$ cat config.mk
export PLATFORM = sky130hd
export DESIGN_NAME = perf_counter_bank
export DESIGN_NICKNAME = d
export VERILOG_FILES = /design/src/rtl/perf_counter_bank.sv
export SDC_FILE = /design/constraint.sdc
export NUM_CORES = 1
export LEC_CHECK = 0
export BUFFER_PORTS_ARGS = -buffer_cell sky130_fd_sc_hd__buf_2
export CAP_MARGIN = 20
export CELL_PAD_IN_SITES_DETAIL_PLACEMENT = 0
export CELL_PAD_IN_SITES_GLOBAL_PLACEMENT = 1
export CORE_UTILIZATION = 51
export CTS_CLUSTER_SIZE = 14
export DETAILED_ROUTE_END_ITERATION = 8
export GPL_TIMING_DRIVEN = 0
export HOLD_SLACK_MARGIN = 0.03
export PLACE_DENSITY_LB_ADDON = 0.1
export REMOVE_ABC_BUFFERS = 1
export SYNTH_ARGS = -nofsm -noshare
export SYNTH_HDL_FRONTEND = slang
export SYNTH_SLANG_ARGS = --single-unit
$ cat constraint.sdc
create_clock -name i_clk -period 3 [get_ports i_clk]
set_clock_uncertainty 0.2 [all_clocks]
set_input_delay 0 -clock i_clk [delete_from_list [all_inputs] [get_ports i_clk]]
set_output_delay 0 -clock i_clk [all_outputs]
set_load 0.02 [all_outputs]
$ cat src/rtl/perf_counter_bank.sv
// Parametrised bank of event counters gated by a RUN/HALT state machine,
// with snapshot shadows, sticky overflow flags and a selectable readout.
module perf_counter_bank #(
    parameter int WIDTH    = 32,
    parameter int N_CH     = 4,
    parameter int SATURATE = 0,
    parameter int SEL_W    = (N_CH > 1) ? $clog2(N_CH) : 1
) (
    input  logic             i_clk,
    input  logic             i_clr,
    input  logic [N_CH-1:0]  i_ev,
    input  logic             i_halt_req,
    input  logic             i_go,
    input  logic             i_sw_clear,
    input  logic             i_snap,
    input  logic [SEL_W-1:0] i_sel,
    input  logic             i_rd_live,
    output logic [WIDTH-1:0] o_rd_data,
    output logic [N_CH-1:0]  o_ovf,
    output logic             o_running
);

    typedef enum logic {
        ST_RUN  = 1'b0,
        ST_HALT = 1'b1
    } state_t;

    state_t           r_state;
    state_t           w_state_next;
    logic [WIDTH-1:0] r_live   [N_CH];
    logic [WIDTH-1:0] r_shadow [N_CH];
    logic [N_CH-1:0]  r_ovf;
    logic [WIDTH-1:0] w_live_next [N_CH];
    logic [N_CH-1:0]  w_ovf_next;
    logic [WIDTH-1:0] w_rd_data;

    // NOTE: sequential state uses non-blocking assignments only, so every
    // register samples the pre-edge values of the others (snap relies on it).
    always_ff @(posedge i_clk or negedge i_clr) begin
        if (!i_clr) begin
            r_state <= ST_RUN;
        end else begin
            r_state <= w_state_next;
        end
    end

    // Go wins over a simultaneous halt request.
    always_comb begin
        w_state_next = r_state;
        case (r_state)
            ST_RUN:  if (i_halt_req && !i_go) w_state_next = ST_HALT;
            ST_HALT: if (i_go)                w_state_next = ST_RUN;
            default: w_state_next = ST_RUN;
        endcase
    end

    // NOTE: defaults are assigned first so no path leaves an output unassigned
    // and no latch is inferred.
    always_comb begin
        w_ovf_next = r_ovf;
        for (int c = 0; c < N_CH; c++) begin
            w_live_next[c] = r_live[c];
            if (i_sw_clear) begin
                w_live_next[c] = '0;
                w_ovf_next[c]  = 1'b0;
            end else if (r_state == ST_RUN && i_ev[c]) begin
                if (&r_live[c]) begin
                    w_ovf_next[c]  = 1'b1;
                    w_live_next[c] = (SATURATE != 0) ? r_live[c] : '0;
                end else begin
                    w_live_next[c] = r_live[c] + WIDTH'(1);
                end
            end
        end
    end

    always_ff @(posedge i_clk or negedge i_clr) begin
        if (!i_clr) begin
            r_ovf <= '0;
            for (int c = 0; c < N_CH; c++) begin
                r_live[c]   <= '0;
                r_shadow[c] <= '0;
            end
        end else begin
            r_ovf <= w_ovf_next;
            for (int c = 0; c < N_CH; c++) begin
                r_live[c] <= w_live_next[c];
                if (i_snap) r_shadow[c] <= r_live[c];
            end
        end
    end

    // Unmatched selects (sel >= N_CH) fall through to zero.
    always_comb begin
        w_rd_data = '0;
        for (int c = 0; c < N_CH; c++) begin
            if (i_sel == SEL_W'(c)) w_rd_data = i_rd_live ? r_live[c] : r_shadow[c];
        end
    end

    assign o_rd_data = w_rd_data;
    assign o_ovf     = r_ovf;
    assign o_running = (r_state == ST_RUN);

endmodule

==> out/qor.txt <==
syn_area_per_cell = 12.0 sq um
max-cap violation count = 0
Worst VDD drop = 676 uV
Worst Hold Class = input port to register
Area Overhead vs Synth = 13.5%
total track usage = 25.2%
CTS buffer count = 29
sequential area share after synthesis = 48.2%
dpl cell area = 14,100 sq um
core area = 26,100 sq um
IO Port Bufs = 49
portion of netlist area occupied by mux cells = 24.0%
largest family of logic cells by synthesized area = multiplexers
fin area = 15,400 sq um
xor/xnor share of the synthesized area = 7.43%
CTS clk-pin slew, worst paths = 0.06 ns
clock insertion delay at the later pin of the skew report = 0.55 ns
Vias = 8,969
# placed instances = 1,451
count of cell types in the netlist = 55
maximum number of pins on one net before global-route repair = 103
RSZ-0062 raised after global routing = false
leakage power = 6.89 nW
PwrDens = 517 nW/um^2
vias in the first global route = 8,747
DR WL/cell = 21.6 um
sum of negative setup slack = 0 ns
asr flop ratio synth = 100%
final hold violations = 0
min Tclk post-route = 2.86 ns
first-pass GRT wire length = 51.5 mm
RePlAce Congestion = 0.792
status = complete, no violations
part of the cycle the worst path needs = 95.2%
Critical Path Source Type = register
ANT nets after route = 0
Least-Margin Pin Slew = 1.01 ns
Core Rows = 59
Yosys reg bits = 261
Root Buffer = clkbuf_16
max-slew violations = 0
Mapped Cells = 1,132
CTS H-tree depth = 1
DRC = 0
critical path type = register to register
simple-gate area share of the yosys netlist = 14.5%
Pre-antenna DRT Iters = 6
Peak Freq = 350 MHz
most used flip-flop cell after synthesis = dfrtp_1
drt via density = 5.88
CTS max path bufs = 3
IO Pins = 50
Post-synth EDFFs = 0
share of cells above drive strength 1 = 29.4%
fin nets = 1,184
TritonCTS clock tree = yes
die width = 165 um
post-synthesis adder-cell area fraction = 0.369%
warning count from the yosys run = 0
final setup vio count = 0
dpl hpwl = 22.0 mm
Die Y = 165 um
CTS sink cnt = 261
die outline area = 27,200 sq um
GRT overflow = 0
Initial DRC Count = 542
fin cells = 1,526
Final Routed Wirelength = 33.0 mm
CP arrival = 3.09 ns
post-synthesis cell area = 13,600 sq um
slew margin rel. = 32.3%
post-synthesis compound-gate area fraction = 2.78%
antenna violations before repair = 0
Initial Util = 52.0%
Crit Path Max Fanout = 15
Critical Path RT = 3.23 ns
CP endpoint kind = register
-- cell type report --
class,instances,area [sq um]
flip-flops and latches,261,6530
fillers,2157,10700
clock buffers,42,865
diodes,1,2.50
repair buffers,76,662
clock inverters,12,216
well taps,335,419
multi-input cells,787,6650
inverters,12,48.8
-- cells in the mapped netlist, types with 2 or more instances --
cell / count / area [sq um]
buf_2: 20 / 100
o21a_1: 4 / 30.0
nor4_1: 25 / 156
o2111ai_1: 5 / 43.8
o21ai_4: 2 / 32.5
mux4_1: 2 / 52.6
mux2i_1: 10 / 100
nor3_1: 21 / 105
nor2b_1: 4 / 25.0
nor2_2: 2 / 12.5
nor2_1: 144 / 541
mux4_2: 58 / 1310
clkbuf_2: 2 / 10.0
mux2_2: 159 / 1790
a21oi_1: 13 / 65.1
and2_1: 8 / 50.1
dfrtp_1: 261 / 6530
o21ai_0: 10 / 50.1
nand2_1: 55 / 206
nand4_1: 43 / 269
or4_4: 2 / 22.5
a22oi_1: 2 / 15.0
and3_1: 15 / 93.8
and4_1: 17 / 149
buf_4: 2 / 15.0
a31oi_1: 2 / 12.5
nand2b_1: 3 / 18.8
a21o_1: 2 / 15.0
ha_1: 4 / 50.1
clkbuf_1: 35 / 131
o211a_1: 3 / 30.0
inv_1: 12 / 45.0
buf_6: 4 / 45.0
and4_4: 2 / 22.5
buf_1: 9 / 33.8
nand3_1: 38 / 190
xor2_1: 52 / 455
xnor2_1: 63 / 552
-- path summary, 6_finish.rpt --
kind	end	depth (start not counted)	startpoint	slack [ns]
max	r_live[105]	6	r_live[100]	0.14
min	r_live[65]	5	i_ev[1]	0.27
max reg2reg	r_live[105]	6	r_live[100]	0.14
min reg2reg	o_ovf[2]	1	o_ovf[2]	0.29
max in group asynchronous	r_live[40]	5	i_clr	1.37
min in group asynchronous	r_shadow[93]	4	i_clr	0.38
-- cells by family (layout without fill, tap and decap cells) --
| logic type | after synthesis | in the layout |
|---|---|---|
| other | 0 | 1 |
| DFF | 261 | 261 |
| muxes | 229 | 229 |
| and+or+nand+nor | 387 | 387 |
| xor gates and xnor gates | 115 | 115 |
| AOI/OAI and AO/OA | 52 | 52 |
| buffers and inverters | 84 | 142 |
| adders and majority gates | 4 | 4 |
-- timing repair --
| action | 4_1_cts | 5_1_grt |
|---|---|---|
| endpoints found under the hold margin | 286 | 0 |
| setup endpoints to repair | 0 | 7 |
| gates resized for setup | 0 | 2 |
| hold buffers | 14 | 0 |
| buffers inserted | 0 | 4 |
-- worst max-delay path: stages (launching register included) --
cell,delay (ns)
dfrtp_1,0.51
nand4_1,0.35
nor4_4,0.43
nand4_1,0.23
o21ai_2,0.69
buf_8,0.24
nor2_1,0.06
-- placed cells by master, fill, tap and decap left out, types with 5 or more instances in the layout --
master	Yosys	final
dfrtp_1	261	261
mux2_2	159	159
nor2_1	144	144
xnor2_1	63	63
mux4_2	58	58
nand2_1	55	55
xor2_1	52	52
buf_2	20	45
nand4_1	43	43
nand3_1	38	38
clkbuf_16	0	29
nor4_1	25	25
nor3_1	21	21
and4_1	17	17
and3_1	15	15
a21oi_1	13	13
dlygate4sd3_1	0	13
inv_1	12	11
mux2i_1	10	10
o21ai_0	10	10
clkbuf_8	0	9
and2_1	8	8
buf_16	0	7
buf_4	2	7
bufinv_16	0	6
o2111ai_1	5	5
-- report_power, final --
group	internal (mW)	switching [mW]
combinational	0.156	0.261
sequential	3.54	0.0264
clock	2.51	1.47
-- per-stage QoR --
step	worst slack [ns]	hold WS (ns)	utilization, %	total power [mW]
finish	0.145	0.269	59.1	7.96
global placement	-3.24	-0.0480	53.3	4.01
floorplan	0.662	-0.496	-	3.77
global route	0.00120	0.302	59.1	8.22
detailed placement	0.0141	-0.184	54.0	4.03
CTS	0.0572	0.242	58.8	8.04
-- layer usage --
metal	global-route usage (%)	share of wire, %	vias to the layer above
met5	0	0	-
met4	4.80	1.7	0
met2	39.4	46	160
met3	3.29	4.0	37
met1	37.6	48	4607
li1	-	-	4165
-- state kept, by name (all words and copies together), names as in the netlist --
register,cells
r_state,1
o_ovf,4
r_shadow,128
r_live,128
Power figures use the tool's default switching activity.
